===== src/rtl/m2014_fsm_array_if.sv =====
// rtl/m2014_fsm_array_if.sv - per-channel control and status bundle for the FSM array
//
// Purpose: groups the per-lane inputs (en, w, clr) and the registered status
// outputs (state, z, z_rise, hit_cnt, any_z) of m2014_fsm_array.
// Ports (signals):
//   en      [NCH]        per-channel advance strobe
//   w       [NCH]        per-channel FSM input
//   clr     [NCH]        per-channel synchronous clear
//   state   [3*NCH]      channel i state at [3i+2:3i]
//   z       [NCH]        Moore output, 1 in E/F
//   z_rise  [NCH]        one-cycle pulse on entry into E/F
//   hit_cnt [CNT_W*NCH]  saturating entry counters
//   any_z   [1]          registered OR of all z
// Modports: master drives inputs and observes status; slave is the array.
interface m2014_fsm_array_if #(
  parameter int NCH   = 4,
  parameter int CNT_W = 8
);
  logic [NCH-1:0]       en;
  logic [NCH-1:0]       w;
  logic [NCH-1:0]       clr;
  logic [3*NCH-1:0]     state;
  logic [NCH-1:0]       z;
  logic [NCH-1:0]       z_rise;
  logic [CNT_W*NCH-1:0] hit_cnt;
  logic                 any_z;

  modport master (
    output en, w, clr,
    input  state, z, z_rise, hit_cnt, any_z
  );

  modport slave (
    input  en, w, clr,
    output state, z, z_rise, hit_cnt, any_z
  );
endinterface


===== src/rtl/m2014_fsm_array.sv =====
// rtl/m2014_fsm_array.sv - NCH independent six-state w-driven sequence FSMs with entry counters
//
// Purpose: each channel runs the A..F sequence FSM (z=1 in E/F), stepping only
// when en[i]=1. Entries into {E,F} from outside it raise a one-cycle z_rise
// and bump a saturating counter. Every output is a flop.
// Ports:
//   clk    in  rising-edge clock
//   reset  in  synchronous active-high reset, clears every channel
//   bus    slave modport of m2014_fsm_array_if (en, w, clr in; state, z,
//          z_rise, hit_cnt, any_z out)
module m2014_fsm_array #(
  parameter int NCH   = 4,
  parameter int CNT_W = 8
) (
  input logic               clk,
  input logic               reset,
  m2014_fsm_array_if.slave  bus
);

  typedef enum logic [2:0] {
    ST_A = 3'b000,
    ST_B = 3'b001,
    ST_C = 3'b010,
    ST_D = 3'b011,
    ST_E = 3'b100,
    ST_F = 3'b101
  } state_e;

  localparam logic [CNT_W-1:0] CNT_MAX = '1;

  function automatic logic is_ef(input state_e s);
    return (s == ST_E) || (s == ST_F);
  endfunction

  logic [3*NCH-1:0]     state_q, state_d;
  logic [NCH-1:0]       z_q, z_d;
  logic [NCH-1:0]       z_rise_q, z_rise_d;
  logic [CNT_W*NCH-1:0] hit_cnt_q, hit_cnt_d;
  logic                 any_z_q, any_z_d;

  for (genvar g = 0; g < NCH; g++) begin : g_ch
    logic [2:0]       cur_raw;
    state_e           cur_s;
    state_e           nxt_s;
    state_e           ch_state;
    logic [CNT_W-1:0] cur_cnt;
    logic [CNT_W-1:0] ch_cnt;
    logic             ch_zr;
    logic             illegal;

    assign cur_raw = state_q[3*g +: 3];
    assign cur_s   = state_e'(cur_raw);
    assign cur_cnt = hit_cnt_q[CNT_W*g +: CNT_W];
    // 110 and 111 are not reachable states; they are flushed to A
    assign illegal = (cur_raw > 3'b101);

    always_comb begin
      nxt_s = ST_A;
      case (cur_s)
        ST_A:    nxt_s = bus.w[g] ? ST_A : ST_B;
        ST_B:    nxt_s = bus.w[g] ? ST_D : ST_C;
        ST_C:    nxt_s = bus.w[g] ? ST_D : ST_E;
        ST_D:    nxt_s = bus.w[g] ? ST_A : ST_F;
        ST_E:    nxt_s = bus.w[g] ? ST_D : ST_E;
        ST_F:    nxt_s = bus.w[g] ? ST_D : ST_C;
        default: nxt_s = ST_A;
      endcase
    end

    always_comb begin
      ch_state = cur_s;
      ch_cnt   = cur_cnt;
      ch_zr    = 1'b0;
      if (bus.clr[g]) begin
        ch_state = ST_A;
        ch_cnt   = '0;
      end else if (illegal) begin
        // recovery happens even with en low and is never an entry
        ch_state = ST_A;
      end else if (bus.en[g]) begin
        ch_state = nxt_s;
        // only C->E and D->F qualify; E->E and F/E->D are not entries
        if (!is_ef(cur_s) && is_ef(nxt_s)) begin
          ch_zr = 1'b1;
          if (cur_cnt != CNT_MAX) begin
            ch_cnt = cur_cnt + 1'b1;
          end
        end
      end
    end

    assign state_d[3*g +: 3]         = ch_state;
    assign hit_cnt_d[CNT_W*g +: CNT_W] = ch_cnt;
    assign z_rise_d[g]               = ch_zr;
    assign z_d[g]                    = is_ef(ch_state);
  end

  // any_z is an OR of the registered z, hence one cycle behind it
  assign any_z_d = |z_q;

  always_ff @(posedge clk) begin
    if (reset) begin
      state_q   <= '0;
      z_q       <= '0;
      z_rise_q  <= '0;
      hit_cnt_q <= '0;
      any_z_q   <= 1'b0;
    end else begin
      state_q   <= state_d;
      z_q       <= z_d;
      z_rise_q  <= z_rise_d;
      hit_cnt_q <= hit_cnt_d;
      any_z_q   <= any_z_d;
    end
  end

  assign bus.state   = state_q;
  assign bus.z       = z_q;
  assign bus.z_rise  = z_rise_q;
  assign bus.hit_cnt = hit_cnt_q;
  assign bus.any_z   = any_z_q;

endmodule


===== src/flat_wrapper.sv =====
// flat-port wrapper written by rule: the top's interface ports become plain ports
module m2014_fsm_array_flat 
#(
  parameter int NCH   = 4,
  parameter int CNT_W = 8
)
  (clk, reset, bus_en, bus_w, bus_clr, bus_state, bus_z, bus_z_rise, bus_hit_cnt, bus_any_z);
  m2014_fsm_array_if #(.NCH(NCH), .CNT_W(CNT_W)) bus_i ();
  input logic clk;
  input logic reset;
  input wire logic [$bits(bus_i.en)-1:0] bus_en;
  input wire logic [$bits(bus_i.w)-1:0] bus_w;
  input wire logic [$bits(bus_i.clr)-1:0] bus_clr;
  output wire logic [$bits(bus_i.state)-1:0] bus_state;
  output wire logic [$bits(bus_i.z)-1:0] bus_z;
  output wire logic [$bits(bus_i.z_rise)-1:0] bus_z_rise;
  output wire logic [$bits(bus_i.hit_cnt)-1:0] bus_hit_cnt;
  output wire logic [$bits(bus_i.any_z)-1:0] bus_any_z;
  assign bus_i.en = bus_en;
  assign bus_i.w = bus_w;
  assign bus_i.clr = bus_clr;
  assign bus_state = bus_i.state;
  assign bus_z = bus_i.z;
  assign bus_z_rise = bus_i.z_rise;
  assign bus_hit_cnt = bus_i.hit_cnt;
  assign bus_any_z = bus_i.any_z;
  m2014_fsm_array #(.NCH(NCH), .CNT_W(CNT_W)) u_core (.clk(clk), .reset(reset), .bus(bus_i));
endmodule

===== config.mk =====
export PLATFORM = sky130hd
export DESIGN_NAME = m2014_fsm_array_flat
export DESIGN_NICKNAME = d
export VERILOG_FILES = /design/src/rtl/m2014_fsm_array_if.sv /design/src/rtl/m2014_fsm_array.sv /design/src/flat_wrapper.sv
export SDC_FILE = /design/constraint.sdc
export NUM_CORES = 1
export LEC_CHECK = 0
export CORE_ASPECT_RATIO = 1.1
export CORE_UTILIZATION = 50
export CTS_CLUSTER_SIZE = 14
export DETAILED_ROUTE_END_ITERATION = 7
export PLACE_DENSITY = 0.82
export SYNTH_ARGS = -nofsm -noshare
export SYNTH_HDL_FRONTEND = slang
export SYNTH_SLANG_ARGS = --single-unit

===== constraint.sdc =====
create_clock -name clk -period 4.38 [get_ports clk]
set_input_delay 0.876 -clock clk [delete_from_list [all_inputs] [get_ports clk]]
set_output_delay 0.876 -clock clk [all_outputs]
set_load 0.03 [all_outputs]

==> impl_results.rst, run 1 <==
.. list-table::
   :header-rows: 1

   * - Metric
     - Value
   * - Setup repair after global routing missed its margin
     - false
   * - Critical path cell sequence
     - clkdlybuf4s50_1
   * - Combinational fraction of design power
     - 0.058
   * - Count of different cell masters after synthesis
     - between 50 and 60
   * - Number of port buffers
     - 66
   * - Die Span Y
     - between 70 and 80 µm
   * - Count of hold-fix buffers inserted at cts
     - 0
   * - Internal power summed over all cells
     - 0.630 mW
   * - Starting Density
     - 0.533
   * - Count of nets after finishing
     - 369
   * - Final hold violation count
     - 0
   * - EDFF count, synth
     - 0
   * - Critical path data required time
     - approximately 3500 ps
   * - Switch Pwr
     - roughly 0.18 mW
   * - CTS tree
     - yes
   * - Worst IR drop on VDD
     - approximately 0.15 mV
   * - Clock power frac
     - 0.341
   * - Cell count after synthesis
     - around 290
   * - Net switching share of the total power
     - 0.221
   * - Routed WL per cell
     - around 13 µm
   * - Headroom to the max-slew limit
     - 0.717
   * - Slowest-stage cell, CP
     - sky130_fd_sc_hd__clkdlybuf4s50_1
   * - Sort of element at the end of the critical path
     - output port
   * - Number of pins with negative max-slew slack in the final report
     - 0
   * - Worst-Margin Slew
     - between 400 and 500 ps
   * - Fraction of layout instances using a drive strength above 1
     - 0.0598
   * - Static power due to leakage
     - approximately 1.2 nW
   * - First-pass iteration count of the detailed router
     - 4
   * - Average size of a mapped cell
     - ~9 µm²
   * - Synthesized net count
     - a little over 300
   * - Total clock buffers created by CTS
     - 5
   * - Peak Freq
     - between 400 and 500 MHz
   * - Number of diodes
     - 0
   * - Startpoint of the worst register-to-register path
     - u_core.bus.state[10]$_SDFF_PP0_
   * - Worst hold path depth
     - 2
   * - Async SR Flop Fraction
     - 0
   * - Wire length of the first global-routing pass
     - roughly 9.3 mm
   * - Number of global-route vias before repair
     - 2106
   * - Floorplan die area
     - between 5000 and 6000 µm²
   * - Critical-path maximum fanout
     - 12
   * - Crit share post-route
     - 0.562
   * - Yosys synthesis warning count
     - 0
   * - Category of the critical setup timing path
     - flop to output port
   * - HPWL after DPL
     - 3.88 mm
   * - Drt via density
     - 5.64
   * - Total via count in the routed design
     - around 2300
   * - Total area of multi-input combinational cells
     - 1400 µm²
   * - Final Routed Wirelength
     - ~5.4 mm
   * - Initial antenna violation count
     - 0
   * - Sequential Power Share
     - 0.601
   * - DRC violations left
     - 0
   * - Max Buffers Root-to-Sink
     - 2
   * - Crit path buf inv count
     - 1
   * - Insertion delay of the later-clocked pin in the worst-skew pair
     - 300 ps
   * - Number of max-capacitance violations reported
     - 0
   * - PwrDens
     - roughly 240 nW/µm²
   * - Final core utilization
     - 0.699
   * - Crit Reg-Reg Endpoint
     - u_core.bus.hit_cnt[29]$_SDFFE_PP0P_
   * - Sequential share of the synthesized area
     - 0.419
   * - Minimum clock period after layout
     - 2460 ps
   * - Setup TNS
     - 0 ps
   * - Iteration-0 DRC count of the detailed router
     - 100
   * - Worst hold path class
     - flop to flop
   * - Area of the mapped netlist
     - 2530 µm²
   * - Post-synthesis to final-layout area growth
     - 31.1%
   * - Number of primary I/O pins
     - 67
   * - Slowest cell delay on critical path
     - between 700 and 800 ps
   * - Setup skew after layout
     - about 6.4 ps
   * - GRT Util Overall
     - 0.209
   * - Startpoint of the worst hold path
     - u_core.bus.z[1]$_SDFF_PP0_
   * - Arrival time at the worst endpoint
     - approximately 1600 ps
   * - Post-CTS Setup Inserts
     - 0
   * - Core area
     - between 4000 and 5000 µm²
   * - Quantity of gates resized following cts
     - 0
   * - Top FF cell, synth
     - sky130_fd_sc_hd__dfxtp_1
   * - Residual antenna-violating net count after detailed routing
     - 0
   * - Largest net degree at the start of global routing
     - 16
   * - Number of cells on the worst reg-to-reg path
     - 4
   * - Hold Path Sink
     - u_core.bus.any_z$_SDFF_PP0_
   * - Result of the run
     - finished, final reports clean
   * - Final setup violating endpoints
     - 0
   * - Sinks on Clock Net
     - 53
   * - Root buffer selected by CTS
     - sky130_fd_sc_hd__clkbuf_8
   * - Fill count
     - 399
   * - Kind of cell with the highest combined delay on the critical path
     - buffers and inverters
   * - Total congestion overflow
     - 0
   * - Clock slew at reported path FFs
     - approximately 90 ps
   * - Setup slack of the worst register-to-register path
     - roughly 2800 ps
   * - Overall die width
     - 69.9 µm
   * - Depth of the CTS H-tree
     - 2
   * - Standard-cell row count
     - 26
   * - Weighted congestion at the end of routability-driven global placement
     - a little over 0.8
   * - Number of register bits inferred by synthesis
     - 53
   * - FF+latch area
     - 1060 µm²
   * - Critical path startpoint category
     - flop
[through the flow]
stage / setup slack [ps] / power (mW) / std cells / hold slack (ps) / area [µm²]
after global routing: 1820 / 0.844 / 407 / 530 / 3320
after global placement: 1820 / 0.544 / 400 / 461 / 3230
after detailed placement: 1760 / 0.545 / 400 / 479 / 3230
final: 1920 / 0.810 / 407 / 493 / 3320
after floorplan: 2380 / 0.520 / 286 / 629 / 2530
after CTS: 1900 / 0.820 / 407 / 502 / 3320
[cell families (layout without fill, tap and decap cells)]
| kind of cell | after synthesis | in the layout | share of synthesized area |
|---|---|---|---|
| compound gates | 66 | 66 | 0.178 |
| xor+xnor | 20 | 20 | 0.0692 |
| fa+ha+maj | 4 | 4 | 0.0198 |
| buf+inv | 17 | 82 | 0.0267 |
| flops | 53 | 53 | 0.419 |
| mux | 6 | 6 | 0.0237 |
| simple gates | 120 | 120 | 0.264 |
[power by group through the flow]
| stage | clock network (mW) | logic [mW] | registers [mW] |
|---|---|---|---|
| 2_1_floorplan | 0 | 0.0193 | 0.501 |
| 3_3_place_gp | 0 | 0.0462 | 0.498 |
| 3_5_place_dp | 0 | 0.0474 | 0.498 |
| 4_1_cts | 0.286 | 0.0475 | 0.487 |
| 5_1_grt | 0.305 | 0.0521 | 0.487 |
| 6_report | 0.276 | 0.0473 | 0.486 |
[sequential cells by signal (all words and copies together), names as in the netlist]
register,flops
u_core.bus.any_z,1
u_core.bus.z,4
u_core.bus.z_rise,4
u_core.bus.state,12
u_core.bus.hit_cnt,32
[synthesized netlist by cell type, types with 2 or more instances]
cell | number | area share
sky130_fd_sc_hd__dfxtp_1 | 53 | 0.42
sky130_fd_sc_hd__ha_1 | 4 | 0.020
sky130_fd_sc_hd__nor2_1 | 43 | 0.064
sky130_fd_sc_hd__a21oi_1 | 14 | 0.028
sky130_fd_sc_hd__nor3b_1 | 5 | 0.015
sky130_fd_sc_hd__nand2b_1 | 3 | 0.0074
sky130_fd_sc_hd__nand3b_1 | 3 | 0.0089
sky130_fd_sc_hd__or3_1 | 5 | 0.012
sky130_fd_sc_hd__o211ai_1 | 8 | 0.024
sky130_fd_sc_hd__and3_1 | 6 | 0.015
sky130_fd_sc_hd__xnor2_1 | 4 | 0.014
sky130_fd_sc_hd__nand2_1 | 14 | 0.021
sky130_fd_sc_hd__clkbuf_1 | 5 | 0.0074
sky130_fd_sc_hd__nor3_1 | 2 | 0.0040
sky130_fd_sc_hd__or2_2 | 4 | 0.0099
sky130_fd_sc_hd__a31oi_1 | 7 | 0.017
sky130_fd_sc_hd__o21ai_0 | 16 | 0.032
sky130_fd_sc_hd__or4_1 | 2 | 0.0059
sky130_fd_sc_hd__nand4_1 | 7 | 0.017
sky130_fd_sc_hd__and2_1 | 2 | 0.0049
sky130_fd_sc_hd__mux2i_1 | 6 | 0.024
sky130_fd_sc_hd__o22ai_1 | 3 | 0.0074
sky130_fd_sc_hd__and4bb_2 | 3 | 0.015
sky130_fd_sc_hd__nand3_1 | 10 | 0.020
sky130_fd_sc_hd__and4_1 | 3 | 0.010
sky130_fd_sc_hd__a2111oi_0 | 2 | 0.0069
sky130_fd_sc_hd__xor2_1 | 16 | 0.055
sky130_fd_sc_hd__buf_2 | 3 | 0.0059
sky130_fd_sc_hd__o32a_1 | 3 | 0.012
sky130_fd_sc_hd__inv_1 | 9 | 0.013
[worst max-delay path by stage]
stage / startpoint / cells after the start / to / slack, ps
5_1_grt: u_core.bus.state[10]$_SDFF_PP0_ / 1 / bus_state[10] / 1820
4_1_cts: u_core.bus.state[10]$_SDFF_PP0_ / 1 / bus_state[10] / 1900
2_1_floorplan: bus_w[0] / 4 / u_core.bus.hit_cnt[6]$_SDFFE_PP0P_ / 2380
6_report: u_core.bus.state[10]$_SDFF_PP0_ / 1 / bus_state[10] / 1920
3_5_place_dp: bus_w[0] / 5 / u_core.bus.hit_cnt[6]$_SDFFE_PP0P_ / 1760
3_3_place_gp: bus_w[0] / 5 / u_core.bus.hit_cnt[7]$_SDFFE_PP0P_ / 1820
[layout by cell type (no fill, tap or decap), types with 2 or more instances in the layout]
| master | synthesis | routed |
|---|---|---|
| sky130_fd_sc_hd__a2111oi_0 | 2 | 2 |
| sky130_fd_sc_hd__dfxtp_1 | 53 | 53 |
| sky130_fd_sc_hd__xnor2_1 | 4 | 4 |
| sky130_fd_sc_hd__nor2_1 | 43 | 43 |
| sky130_fd_sc_hd__xor2_1 | 16 | 16 |
| sky130_fd_sc_hd__and3_1 | 6 | 6 |
| sky130_fd_sc_hd__a21oi_1 | 14 | 14 |
| sky130_fd_sc_hd__nand3b_1 | 3 | 3 |
| sky130_fd_sc_hd__inv_1 | 9 | 9 |
| sky130_fd_sc_hd__a31oi_1 | 7 | 7 |
| sky130_fd_sc_hd__o22ai_1 | 3 | 3 |
| sky130_fd_sc_hd__and4bb_2 | 3 | 3 |
| sky130_fd_sc_hd__o32a_1 | 3 | 3 |
| sky130_fd_sc_hd__o211ai_1 | 8 | 8 |
| sky130_fd_sc_hd__or3_1 | 5 | 5 |
| sky130_fd_sc_hd__or2_2 | 4 | 4 |
| sky130_fd_sc_hd__and4_1 | 3 | 3 |
| sky130_fd_sc_hd__nand2_1 | 14 | 14 |
| sky130_fd_sc_hd__o21ai_0 | 16 | 16 |
| sky130_fd_sc_hd__clkdlybuf4s50_1 | 0 | 66 |
| sky130_fd_sc_hd__nor3b_1 | 5 | 5 |
| sky130_fd_sc_hd__mux2i_1 | 6 | 6 |
| sky130_fd_sc_hd__clkbuf_8 | 0 | 6 |
| sky130_fd_sc_hd__or4_1 | 2 | 2 |
| sky130_fd_sc_hd__nand3_1 | 10 | 10 |
| sky130_fd_sc_hd__nand4_1 | 7 | 7 |
| sky130_fd_sc_hd__ha_1 | 4 | 4 |
| sky130_fd_sc_hd__nand2b_1 | 3 | 3 |
| sky130_fd_sc_hd__nor3_1 | 2 | 2 |
| sky130_fd_sc_hd__and2_1 | 2 | 2 |
[final cells by class]
type | instances | share of cell area
Clock buffer | 6 | 0.0249
Clock inverter | 1 | 0.00226
Inverter | 9 | 0.0102
Multi-Input combinational cell | 216 | 0.423
Sequential cell | 53 | 0.320
Tap cell | 56 | 0.0211
Timing Repair Buffer | 66 | 0.199
[per-layer routing]
| layer | wire, µm | track usage | vias up |
|---|---|---|---|
| li1 | - | - | 1175 |
| met4 | 60 | 0.0660 | 0 |
| met5 | 0 | 0 | - |
| met1 | 2440 | 0.254 | 1057 |
| met3 | 252 | 0.0450 | 6 |
| met2 | 2600 | 0.363 | 57 |
Note: power is estimated with default switching activity, not from simulation.
==> inputs of run 2 (changes only) <==
--- a/config.mk
+++ b/config.mk
@@ -6,10 +6,10 @@
 export NUM_CORES = 1
 export LEC_CHECK = 0
 export CORE_ASPECT_RATIO = 1.1
-export CORE_UTILIZATION = 50
+export CORE_UTILIZATION = 48
 export CTS_CLUSTER_SIZE = 14
 export DETAILED_ROUTE_END_ITERATION = 7
-export PLACE_DENSITY = 0.82
+export PLACE_DENSITY = 0.79
 export SYNTH_ARGS = -nofsm -noshare
 export SYNTH_HDL_FRONTEND = slang
 export SYNTH_SLANG_ARGS = --single-unit
==> constraint.sdc (replaced) <==
create_clock -name clk -period 2.4 [get_ports clk]
set_input_delay 0.48 -clock clk [delete_from_list [all_inputs] [get_ports clk]]
set_output_delay 0.48 -clock clk [all_outputs]
set_load 0.03 [all_outputs]
==> impl_results.rst, run 2 (synthesized netlist as in run 1, its figures left out) <==
.. list-table::
   :header-rows: 1

   * - Metric
     - Value
   * - Max Buffers Root-to-Sink
     - 2
   * - Number of max-capacitance violations reported
     - 0
   * - Initial antenna violation count
     - 0
   * - Pwr Total
     - between 1.5 and 2 mW
   * - Worst-Margin Slew
     - ~420 ps
   * - Total clock buffers created by CTS
     - 5
   * - Worst hold path class
     - flop to flop
   * - Critical path startpoint category
     - flop
   * - Drt via density
     - approximately 5.6
   * - Routed WL per cell
     - ~13 µm
   * - CTS tree
     - yes
   * - Quantity of gates resized following cts
     - 0
   * - HPWL after DPL
     - 3.78 mm
   * - Post-CTS Setup Inserts
     - 0
   * - Largest net degree at the start of global routing
     - 16
   * - # placed instances
     - between 400 and 500
   * - Residual antenna-violating net count after detailed routing
     - 0
   * - Crit share post-route
     - 0.865
   * - Total congestion overflow
     - 0
   * - Setup skew after layout
     - ~5.3 ps
   * - GRT Util Overall
     - 0.197
   * - Standard-cell row count
     - 27
   * - Number of diodes
     - 0
   * - Weighted congestion at the end of routability-driven global placement
     - approximately 0.83
   * - Core area
     - slightly above 5000 µm²
   * - Critical path cell sequence
     - clkdlybuf4s50_1
   * - Most common cell after layout, fill and taps aside
     - sky130_fd_sc_hd__clkdlybuf4s50_1
   * - Kind of cell with the highest combined delay on the critical path
     - buffers and inverters
   * - Total via count in the routed design
     - about 2300
   * - Arrival time at the worst endpoint
     - between 1500 and 2000 ps
   * - Count of hold-fix buffers inserted at cts
     - 0
   * - Critical-path maximum fanout
     - 12
   * - Result of the run
     - finished with violations
   * - Floorplan die area
     - between 5000 and 6000 µm²
   * - Wire length of the first global-routing pass
     - 8.87 mm
   * - Starting Density
     - 0.503
   * - Setup TNS
     - 0 ps
   * - Number of port buffers
     - 66
   * - Headroom to the max-slew limit
     - 0.722
   * - Slowest cell delay on critical path
     - roughly 740 ps
   * - Peak Freq
     - between 400 and 500 MHz
   * - Final non-filler cell area
     - 3360 µm²
   * - Most frequent cells in the layout
     - sky130_fd_sc_hd__clkdlybuf4s50_1 (66), sky130_fd_sc_hd__dfxtp_1 (53), sky130_fd_sc_hd__nor2_1 (43)
   * - Worst IR drop on VDD
     - slightly below 0.3 mV
   * - Count of nets after finishing
     - around 370
   * - Category of the critical setup timing path
     - flop to output port
   * - Sort of element at the end of the critical path
     - output port
   * - Static power due to leakage
     - around 1.2 nW
   * - Setup slack of the worst register-to-register path
     - 750 ps
   * - Crit path buf inv count
     - 1
   * - Violated checks
     - design-rule violations
   * - Iteration-0 DRC count of the detailed router
     - ~110
   * - Final hold violation count
     - 0
   * - Die Span Y
     - roughly 80 µm
   * - Insertion delay of the later-clocked pin in the worst-skew pair
     - roughly 300 ps
   * - Number of global-route vias before repair
     - approximately 2100
   * - DRC violations left
     - 5
   * - Depth of the CTS H-tree
     - 2
   * - Fraction of layout instances using a drive strength above 1
     - 0.0704
   * - Cell area reported after detailed placement
     - about 3300 µm²
   * - Post-Layout Cell Count
     - 413
   * - Final setup violating endpoints
     - 0
   * - Clock slew at reported path FFs
     - about 90 ps
   * - Critical path data required time
     - approximately 1900 ps
   * - First-pass iteration count of the detailed router
     - 6
   * - Sinks on Clock Net
     - 53
   * - Number of flip-flops in the largest register
     - 32
   * - Number of primary I/O pins
     - 67
   * - Overall die width
     - between 70 and 80 µm
   * - Minimum clock period after layout
     - roughly 2100 ps
   * - Post-synthesis to final-layout area growth
     - 32.5%
   * - Final Routed Wirelength
     - between 5 and 6 mm
   * - Number of pins with negative max-slew slack in the final report
     - 0
   * - PwrDens
     - between 400 and 500 nW/µm²
   * - Slowest-stage cell, CP
     - sky130_fd_sc_hd__clkdlybuf4s50_1
   * - Root buffer selected by CTS
     - sky130_fd_sc_hd__clkbuf_8
   * - Setup repair after global routing missed its margin
     - false
[run 2: where the power goes]
part | switching, mW | internal (mW) | total (mW)
registers | 0.00580 | 0.882 | 0.888
logic | 0.0460 | 0.0433 | 0.0892
clock network | 0.276 | 0.261 | 0.537
total | 0.328 | 1.19 | 1.51
[run 2: routing by layer]
metal  GRT usage  vias up  wire, µm
met1       0.243     1058      2490
met3      0.0359       12       249
li1            -     1182         -
met4      0.0920        0       112
met5           0        -         0
met2       0.332       53      2470
[run 2: path summary, 6_finish.rpt]
check,to,cells past startpoint,startpoint
min,u_core.bus.any_z$_SDFF_PP0_,2,u_core.bus.z[1]$_SDFF_PP0_
max reg2reg,u_core.bus.hit_cnt[21]$_SDFFE_PP0P_,4,u_core.bus.state[7]$_SDFF_PP0_
min reg2reg,u_core.bus.any_z$_SDFF_PP0_,2,u_core.bus.z[1]$_SDFF_PP0_
max,bus_state[4],1,u_core.bus.state[4]$_SDFF_PP0_
[run 2: per-stage QoR]
step	hold WS, ps	utilization	worst slack (ps)
after floorplan	552	-	731
after global placement	459	0.647	230
after detailed placement	466	0.647	201
after CTS	487	0.667	318
after global routing	541	0.667	241
final	482	0.667	325
[run 2: final cells by class]
| class | instances | area [µm²] |
|---|---|---|
| fill | 436 | 1680 |
| multi-input combinational | 216 | 1400 |
| sequential | 53 | 1060 |
| timing repair buffer | 69 | 683 |
| clock buffer | 7 | 96.3 |
| tap | 58 | 72.6 |
| inverter | 9 | 33.8 |
| clock inverter | 1 | 5.00 |
==> inputs of run 3 (changes only) <==
--- a/config.mk
+++ b/config.mk
@@ -5,6 +5,7 @@
 export SDC_FILE = /design/constraint.sdc
 export NUM_CORES = 1
 export LEC_CHECK = 0
+export CAP_MARGIN = 5
 export CORE_ASPECT_RATIO = 1.1
 export CORE_UTILIZATION = 48
 export CTS_CLUSTER_SIZE = 14
==> results of run 3 <==
The final DEF is identical to that of run 2; final timing and power are the same.
